`config.mk`:
```
export PLATFORM = sky130hd
export DESIGN_NAME = tl_source_tracker_flat
export DESIGN_NICKNAME = d
export VERILOG_FILES = /design/src/rtl/tl_source_tracker_pkg.sv /design/src/rtl/tl_source_tracker_if.sv /design/src/rtl/tl_source_tracker_beat_counter.sv /design/src/rtl/tl_source_tracker.sv /design/src/flat_wrapper.sv
export SDC_FILE = /design/constraint.sdc
export NUM_CORES = 2
export LEC_CHECK = 0
export BUFFER_PORTS_ARGS = -buffer_cell sky130_fd_sc_hd__buf_2
export CAP_MARGIN = 30
export CORE_MARGIN = 5
export CORE_UTILIZATION = 40
export CTS_BUF_LIST = sky130_fd_sc_hd__clkbuf_2 sky130_fd_sc_hd__clkbuf_4 sky130_fd_sc_hd__clkbuf_8
export DETAILED_ROUTE_END_ITERATION = 16
export PLACE_DENSITY = 0.66
export REMOVE_ABC_BUFFERS = 1
export SYNTH_ARGS = -nofsm -noshare
export SYNTH_HDL_FRONTEND = slang
export SYNTH_SLANG_ARGS = --single-unit
export TNS_END_PERCENT = 30
```
`constraint.sdc`:
```
create_clock -name clock -period 9.8 [get_ports clock]
set_clock_uncertainty 0.2 [all_clocks]
set_input_delay 1.96 -clock clock [delete_from_list [all_inputs] [get_ports clock]]
set_output_delay 1.96 -clock clock [all_outputs]
set_load 0.1 [all_outputs]
```
`src/rtl/tl_source_tracker_pkg.sv`:
```
// TileLink-UL source tracker: shared types, opcodes and beat math.
// Imported by the interface, the beat counter and the tracker top.
package tl_tracker_pkg;

    localparam logic [2:0] A_PUT_FULL    = 3'd0;
    localparam logic [2:0] A_PUT_PARTIAL = 3'd1;
    localparam logic [2:0] A_GET         = 3'd4;
    localparam logic [2:0] D_ACK         = 3'd0;
    localparam logic [2:0] D_ACK_DATA    = 3'd1;
    localparam logic [2:0] MAX_SIZE      = 3'd6;
    localparam int         BEAT_W        = 9;

    typedef enum logic [2:0] {
        ERR_NONE    = 3'd0,
        ERR_ORPHAN  = 3'd1,
        ERR_REUSE   = 3'd2,
        ERR_OPCODE  = 3'd3,
        ERR_SIZE    = 3'd4,
        ERR_TIMEOUT = 3'd5,
        ERR_BADREQ  = 3'd6
    } err_code_e;

    typedef struct packed {
        logic       valid;
        logic       exp_data;
        logic [2:0] size;
    } entry_t;

    function automatic logic [BEAT_W-1:0] beats(input logic [2:0] size,
                                                input int beat_bytes);
        int lg;
        lg = $clog2(beat_bytes);
        if (int'(size) <= lg) return BEAT_W'(1);
        return BEAT_W'(1 << (int'(size) - lg));
    endfunction

endpackage

```
`src/rtl/tl_source_tracker_if.sv`:
```
// A and D channel tap shared by the bus driver and the tracker.
// The tracker only observes, so every signal is an input on its side.
interface tl_source_tracker_if #(
    parameter int SOURCE_W = 7,
    parameter int ADDR_W   = 31
);
    logic                a_valid;
    logic                a_ready;
    logic [2:0]          a_opcode;
    logic [2:0]          a_size;
    logic [SOURCE_W-1:0] a_source;
    logic [ADDR_W-1:0]   a_address;
    logic                d_valid;
    logic                d_ready;
    logic [2:0]          d_opcode;
    logic [2:0]          d_size;
    logic [SOURCE_W-1:0] d_source;

    modport master (
        output a_valid, a_ready, a_opcode, a_size, a_source, a_address,
        output d_valid, d_ready, d_opcode, d_size, d_source
    );

    modport slave (
        input a_valid, a_ready, a_opcode, a_size, a_source, a_address,
        input d_valid, d_ready, d_opcode, d_size, d_source
    );
endinterface

```
`src/rtl/tl_source_tracker_beat_counter.sv`:
```
// Burst beat counter: flags the first and last beat of a burst.
// busy_next tells the owner whether a burst stays open after this cycle.
module tl_beat_counter
    import tl_tracker_pkg::*;
(
    input  logic              clock,
    input  logic              reset_n,
    input  logic              fire,
    input  logic [BEAT_W-1:0] total,
    output logic              first,
    output logic              last,
    output logic              busy_next
);
    logic [BEAT_W-2:0] cnt;
    logic [BEAT_W-2:0] cnt_next;

    assign first = (cnt == '0);
    assign last  = ((BEAT_W'(cnt) + BEAT_W'(1)) == total);

    // Advance on each fired beat, wrapping to zero after the last one.
    always_comb begin
        cnt_next = cnt;
        if (fire) cnt_next = last ? '0 : cnt + 1'b1;
        busy_next = (cnt_next != '0);
    end

    // Beat position register.
    always_ff @(posedge clock or negedge reset_n) begin
        if (!reset_n) cnt <= '0;
        else          cnt <= cnt_next;
    end
endmodule

```
`src/rtl/tl_source_tracker.sv`:
```
// Per-source in-flight tracker for a TileLink-UL link.
// Flags orphan, reuse, opcode, size, hang and bad-request violations.
module tl_source_tracker
    import tl_tracker_pkg::*;
#(
    parameter int SOURCE_W   = 7,
    parameter int ADDR_W     = 31,
    parameter int BEAT_BYTES = 8,
    parameter int TIMEOUT    = 4096
) (
    input  logic                clock,
    input  logic                reset_n,
    tl_source_tracker_if.slave  link,
    output logic                err_valid,
    output logic [2:0]          err_code,
    output logic [SOURCE_W-1:0] err_source,
    output logic [15:0]         err_count,
    output logic [SOURCE_W:0]   inflight,
    output logic                idle
);
    localparam int          N       = 2 ** SOURCE_W;
    localparam logic [31:0] WD_LAST = 32'(TIMEOUT - 1);

    logic                a_fire, d_fire;
    logic                a_first, a_last, a_busy_n;
    logic                d_first, d_last, d_busy_n;
    logic [BEAT_W-1:0]   a_total, d_total;
    logic                a_put, a_get, a_bad;
    entry_t              tbl [N];
    entry_t              a_ent, d_ent;
    err_code_e           a_code, d_code, e_code;
    logic                a_start, d_start;
    logic                d_bad_q, d_burst_bad, d_free;
    logic                same_free, a_alloc, to_hit;
    logic [31:0]         wd;
    logic [SOURCE_W-1:0] to_src, e_src;
    logic [1:0]          n_err;
    logic [16:0]         cnt_sum;
    logic [SOURCE_W:0]   inflight_n;
    logic [ADDR_W:0]     unused_tap;

    assign unused_tap = {link.a_address, a_last};

    assign a_fire  = link.a_valid & link.a_ready;
    assign d_fire  = link.d_valid & link.d_ready;
    assign a_put   = (link.a_opcode == A_PUT_FULL)
                   | (link.a_opcode == A_PUT_PARTIAL);
    assign a_get   = (link.a_opcode == A_GET);
    assign a_bad   = !(a_put | a_get) | (link.a_size > MAX_SIZE);
    assign a_total = a_put ? beats(link.a_size, BEAT_BYTES) : BEAT_W'(1);
    assign d_total = (link.d_opcode == D_ACK_DATA)
                   ? beats(link.d_size, BEAT_BYTES) : BEAT_W'(1);

    tl_beat_counter u_a_cnt (
        .clock     (clock),
        .reset_n   (reset_n),
        .fire      (a_fire),
        .total     (a_total),
        .first     (a_first),
        .last      (a_last),
        .busy_next (a_busy_n)
    );

    tl_beat_counter u_d_cnt (
        .clock     (clock),
        .reset_n   (reset_n),
        .fire      (d_fire),
        .total     (d_total),
        .first     (d_first),
        .last      (d_last),
        .busy_next (d_busy_n)
    );

    assign a_ent   = tbl[link.a_source];
    assign d_ent   = tbl[link.d_source];
    assign a_start = a_fire & a_first;
    assign d_start = d_fire & d_first;

    // Judge a response on its first beat against the stored entry.
    always_comb begin
        d_code = ERR_NONE;
        if (d_start) begin
            if (!d_ent.valid)
                d_code = ERR_ORPHAN;
            else if (link.d_opcode != (d_ent.exp_data ? D_ACK_DATA : D_ACK))
                d_code = ERR_OPCODE;
            else if (link.d_size != d_ent.size)
                d_code = ERR_SIZE;
        end
    end

    // A bad first beat taints the whole D burst so its last beat frees nothing.
    assign d_burst_bad = d_first ? (d_code != ERR_NONE) : d_bad_q;
    assign d_free      = d_fire & d_last & !d_burst_bad;
    assign same_free   = d_free & (link.d_source == link.a_source);

    // Judge a request on its first beat; a same-cycle free makes reuse legal.
    always_comb begin
        a_code = ERR_NONE;
        if (a_start) begin
            if (a_bad)
                a_code = ERR_BADREQ;
            else if (a_ent.valid && !same_free)
                a_code = ERR_REUSE;
        end
    end

    assign a_alloc    = a_start & (a_code == ERR_NONE);
    assign inflight_n = inflight + (SOURCE_W+1)'(a_alloc)
                      - (SOURCE_W+1)'(d_free);
    assign to_hit     = (inflight != '0) & !d_fire & (wd == WD_LAST);

    // Lowest outstanding source is blamed for a hang.
    always_comb begin
        to_src = '0;
        for (int i = N - 1; i >= 0; i--)
            if (tbl[i].valid) to_src = SOURCE_W'(i);
    end

    // Pick the reported error (D over A over hang) and count all of them.
    always_comb begin
        e_code = ERR_NONE;
        e_src  = '0;
        if (d_code != ERR_NONE) begin
            e_code = d_code;
            e_src  = link.d_source;
        end else if (a_code != ERR_NONE) begin
            e_code = a_code;
            e_src  = link.a_source;
        end else if (to_hit) begin
            e_code = ERR_TIMEOUT;
            e_src  = to_src;
        end
        n_err   = {1'b0, d_code != ERR_NONE} + {1'b0, a_code != ERR_NONE}
                + {1'b0, to_hit};
        cnt_sum = {1'b0, err_count} + 17'(n_err);
    end

    // Source table: free first so a same-source allocate wins.
    always_ff @(posedge clock or negedge reset_n) begin
        if (!reset_n) begin
            for (int i = 0; i < N; i++) tbl[i] <= '0;
        end else begin
            if (d_free) tbl[link.d_source].valid <= 1'b0;
            if (a_alloc)
                tbl[link.a_source] <= '{valid: 1'b1, exp_data: a_get,
                                        size: link.a_size};
        end
    end

    // Remember whether the open D burst started with an error.
    always_ff @(posedge clock or negedge reset_n) begin
        if (!reset_n)     d_bad_q <= 1'b0;
        else if (d_start) d_bad_q <= (d_code != ERR_NONE);
    end

    // Hang watchdog: runs while anything is outstanding, rearms after firing.
    always_ff @(posedge clock or negedge reset_n) begin
        if (!reset_n)                         wd <= '0;
        else if (inflight == '0 || d_fire)    wd <= '0;
        else if (to_hit)                      wd <= '0;
        else                                  wd <= wd + 32'd1;
    end

    // Registered status and error outputs.
    always_ff @(posedge clock or negedge reset_n) begin
        if (!reset_n) begin
            err_valid  <= 1'b0;
            err_code   <= 3'd0;
            err_source <= '0;
            err_count  <= '0;
            inflight   <= '0;
            idle       <= 1'b1;
        end else begin
            err_valid  <= (e_code != ERR_NONE);
            err_code   <= e_code;
            err_source <= e_src;
            err_count  <= cnt_sum[16] ? 16'hFFFF : cnt_sum[15:0];
            inflight   <= inflight_n;
            idle       <= (inflight_n == '0) & !a_busy_n & !d_busy_n;
        end
    end
endmodule

```
`src/flat_wrapper.sv`:
```
// flat-port wrapper written by rule: the top's interface ports become plain ports
module tl_source_tracker_flat import tl_tracker_pkg::*;
#(
    parameter int SOURCE_W   = 7,
    parameter int ADDR_W     = 31,
    parameter int BEAT_BYTES = 8,
    parameter int TIMEOUT    = 4096
)
  (clock, reset_n, err_valid, err_code, err_source, err_count, inflight, idle, link_a_valid, link_a_ready, link_a_opcode, link_a_size, link_a_source, link_a_address, link_d_valid, link_d_ready, link_d_opcode, link_d_size, link_d_source);
  tl_source_tracker_if #(.SOURCE_W(SOURCE_W), .ADDR_W(ADDR_W)) link_i ();
  input  logic clock;
  input  logic reset_n;
  output logic err_valid;
  output logic [2:0] err_code;
  output logic [SOURCE_W-1:0] err_source;
  output logic [15:0] err_count;
  output logic [SOURCE_W:0] inflight;
  output logic idle;
  input wire logic [$bits(link_i.a_valid)-1:0] link_a_valid;
  input wire logic [$bits(link_i.a_ready)-1:0] link_a_ready;
  input wire logic [$bits(link_i.a_opcode)-1:0] link_a_opcode;
  input wire logic [$bits(link_i.a_size)-1:0] link_a_size;
  input wire logic [$bits(link_i.a_source)-1:0] link_a_source;
  input wire logic [$bits(link_i.a_address)-1:0] link_a_address;
  input wire logic [$bits(link_i.d_valid)-1:0] link_d_valid;
  input wire logic [$bits(link_i.d_ready)-1:0] link_d_ready;
  input wire logic [$bits(link_i.d_opcode)-1:0] link_d_opcode;
  input wire logic [$bits(link_i.d_size)-1:0] link_d_size;
  input wire logic [$bits(link_i.d_source)-1:0] link_d_source;
  assign link_i.a_valid = link_a_valid;
  assign link_i.a_ready = link_a_ready;
  assign link_i.a_opcode = link_a_opcode;
  assign link_i.a_size = link_a_size;
  assign link_i.a_source = link_a_source;
  assign link_i.a_address = link_a_address;
  assign link_i.d_valid = link_d_valid;
  assign link_i.d_ready = link_d_ready;
  assign link_i.d_opcode = link_d_opcode;
  assign link_i.d_size = link_d_size;
  assign link_i.d_source = link_d_source;
  tl_source_tracker #(.SOURCE_W(SOURCE_W), .ADDR_W(ADDR_W), .BEAT_BYTES(BEAT_BYTES), .TIMEOUT(TIMEOUT)) u_core (.clock(clock), .reset_n(reset_n), .link(link_i), .err_valid(err_valid), .err_code(err_code), .err_source(err_source), .err_count(err_count), .inflight(inflight), .idle(idle));
endmodule
```
==> key figures <==
Run status
  – Status: finished, final reports clean

Worst setup path
  – Critical Path RT: 10280 ps
  – Crit path cell chain: buf_6 > nand2b_1 > o221ai_1 > a222oi_1 > buf_4 > o2bb2ai_1 > a2111oi_0 > nand4_1 > xnor2_1 > o41ai_4 > buf_4 > a21oi_1 > buf_4 > fa_1 > ha_1 > fa_1 > and3_1 > and3_1 > and4_1 > nand2b_1 > nand2_1 > mux2_2
  – Slowest stage delay, CP: 830 ps
  – Class of the most critical setup path: input pin to register
  – Worst Path Arrival: 8740 ps
  – Slowest cell on crit path: nand2b_1
  – CP max FO: 33
  – R2R setup slack: 3220 ps
  – CP most frequent cell: buf_4
  – Startpoint Class: input pin
  – CP Capture Type: register

Synth
  – Mux contribution to synthesized area: 22.4%
  – Post-synthesis xor/xnor area fraction: 1.35%
  – Post-synth ARST share: 100%
  – Largest family of logic cells by synthesized area: multiplexers
  – Netlist cell types: 90
  – Main area contributors after synthesis: dfrtp_1 (46%), mux2_2 (9.7%), mux2_4 (5.7%)
  – Post-synth EDFFs: 0
  – Main flop type after synthesis: dfrtp_1
  – Synthesized-area fraction occupied by adder cells: 0.937%
  – Sequential-to-total area share from yosys stat: 45.6%
  – Syn_area_per_cell: 11.1 um^2
  – Synth Warn #: 0
  – Simple-Gate Fraction of Synth Area: 12.0%
  – Post-synthesis register bit count: 725
  – Share of the synthesized area in the top cell type: 45.5%
  – Post-Syn Area: 39800 um^2
  – Post-synthesis cell count: 3586
  – Post-synthesis compound-gate area fraction: 12.8%
  – Cell taking the most area after synthesis: dfrtp_1

Die
  – Die area: 106000 um^2
  – Die X: 325 um
  – I/O pins: 99
  – Die Ht: 325 um
  – Row count: 115
  – Starting Density: 40.4%
  – Core Box Area: 98600 um^2

Finish
  – Share of layout cells above drive strength 1: 27.4%
  – Layout fillers: 9161
  – Most frequent cells in the layout: dfrtp_1 (724), mux2_2 (343), nand2_1 (283), nor2_1 (152), mux2_4 (152)
  – Area growth, synth to finish: 10.5%
  – Post-layout util: 44.6%
  – NumNets Final: 3602
  – Commonest non-fill, non-tap cell in the layout: dfrtp_1
  – Final Non-Filler Cells: 4899

Place
  – Post-DP HPWL: 101 mm
  – GP Congestion: 1.07
  – Worst slack, placed: 873 ps
  – Count of input and output buffers: 67
  – Dpl cells: 4673

GRT
  – Total track usage: 26.3%
  – Number of global-route vias before repair: 30900
  – Grt total ovfl: 0
  – Largest net degree at the start of global routing: 198
  – First-pass GRT wire length: 212 mm
  – Initial antenna violation count: 10

STA
  – Hold Fails Final Rpt: 0
  – Max-slew violations: 0
  – Max transition margin: 26.1%
  – Worst-Margin Slew: 1110 ps
  – Fmax: 121 MHz
  – Final min period: 8260 ps
  – Setup TNS: 0 ps
  – Setup Viol. Count Final: 0
  – RSZ-0062 raised after global routing: false
  – Setup WS post-layout: 1540 ps
  – Tcrit/Tclk final: 84.3%

Clocking
  – Post-cts hold buffer count: 0
  – CTS Buffer Depth: 3
  – CTS Buf Count: 120
  – # clock sinks: 725
  – Clock-pin slew reported for the worst setup and hold paths after clock tree synthesis: 60 ps
  – Clk root buf: clkbuf_8
  – Worst skew pair latency: 810 ps
  – Post-CTS Setup Repair Bufs: 0
  – TritonCTS clock tree: built
  – Max H-tree Level: 3
  – CTS-repair resized insts: 0

Route
  – Detailed Routing Iterations Pass 1: 6
  – DR vias: 31200
  – Starting DRT DRC Count: 3455
  – Via-to-Cell Ratio: 6.37
  – Wire per inst: 29.3 um
  – Drt drc: 0
  – Post-route ant nets: 0
  – WL final: 144 mm

Flow run
  – Max Cap Viol: 0

Power and ir drop
  – Leakage: 21.1 nW
  – PwrDens: 178 nW/um^2
  – Total power: 7.81 mW
  – Max rail drop VDD: 0.250 mV

Min path
  – Worst min-delay path class: register to register
power by group:
group,internal (mW),switching [mW]
combinational,0.458,1.01
clock,1.73,1.29
sequential,3.14,0.181
total,5.33,2.49
path summary, 6_finish.rpt:
kind                             startpoint                    end  cells past startpoint
max                        link_d_source[1]   u_core.err_count[15]                     22
min                          u_core.d_bad_q         u_core.d_bad_q                      2
max reg2reg                 u_core.tbl[620]   u_core.err_count[15]                     21
min reg2reg                  u_core.d_bad_q         u_core.d_bad_q                      2
max in group asynchronous           reset_n        u_core.tbl[263]                      3
min in group asynchronous           reset_n  u_core.u_a_cnt.cnt[5]                      1
layer usage:
metal | share of wire (%) | routed length (um) | global-route usage (%)
met1 | 42 | 60200 | 36.4
met2 | 42 | 60600 | 38.1
met3 | 11 | 15300 | 8.20
met4 | 5.1 | 7380 | 11.7
met5 | 0.0091 | 13 | 0
registers in the layout (all words and copies together) (netlist names):
signal,flops
u_core.wd,32
u_core.u_a_cnt.cnt,8
u_core.err_valid,1
u_core.err_source,7
u_core.u_d_cnt.cnt,8
u_core.idle,1
u_core.err_code,3
u_core.d_bad_q,1
u_core.inflight,8
u_core.err_count,16
u_core.tbl,640
synthesized netlist by cell type (44+ instances only):
| cell type | n |
|---|---|
| o22ai_1 | 48 |
| dfrtp_1 | 724 |
| mux2_1 | 79 |
| mux4_2 | 49 |
| or4_1 | 135 |
| o221ai_1 | 44 |
| mux2_2 | 343 |
| inv_1 | 66 |
| nor4_1 | 44 |
| o21ai_0 | 92 |
| nand2_1 | 283 |
| a21oi_1 | 84 |
| nor2_1 | 155 |
| a221oi_1 | 57 |
| mux2_4 | 152 |
| mux2i_1 | 77 |
| clkbuf_1 | 256 |
| nand3_1 | 71 |
| o31ai_1 | 141 |
| buf_2 | 91 |
final cells by class:
| class | instances | area (um^2) | area share, % |
|---|---|---|---|
| Timing Repair Buffer | 190 | 1490 | 3.39 |
| Antenna cell | 6 | 15.0 | 0.0341 |
| Tap cell | 1287 | 1610 | 3.66 |
| Clock buffer | 189 | 2340 | 5.33 |
| Clock inverter | 28 | 368 | 0.836 |
| Inverter | 69 | 259 | 0.589 |
| Sequential cell | 725 | 18100 | 41.2 |
| Multi-Input combinational cell | 2405 | 19800 | 44.9 |
through the flow:
stage                     area (um^2)  hold WS (ps)
final                           44000           279
after global routing            44000           300
after CTS                       43900           279
after detailed placement        41200           264
after global placement          41000           264
after floorplan                 38100           247
worst max-delay path, delay by kind of cell:
| kind | cells | cell delay, ps |
|---|---|---|
| mux | 1 | 250 |
| fa+ha+maj | 3 | 1120 |
| simple gates | 7 | 2040 |
| buf+inv | 4 | 940 |
| compound gates | 6 | 1820 |
| xor+xnor | 1 | 520 |
cell families after synthesis:
family / Yosys count
adder cells (fa/ha/maj): 28
AND/OR/NAND/NOR: 917
buffers and inverters: 456
XOR/XNOR: 60
multiplexers: 700
AO/OA/AOI/OAI: 700
flip-flops: 725
Note: power is estimated with default switching activity, not from simulation.
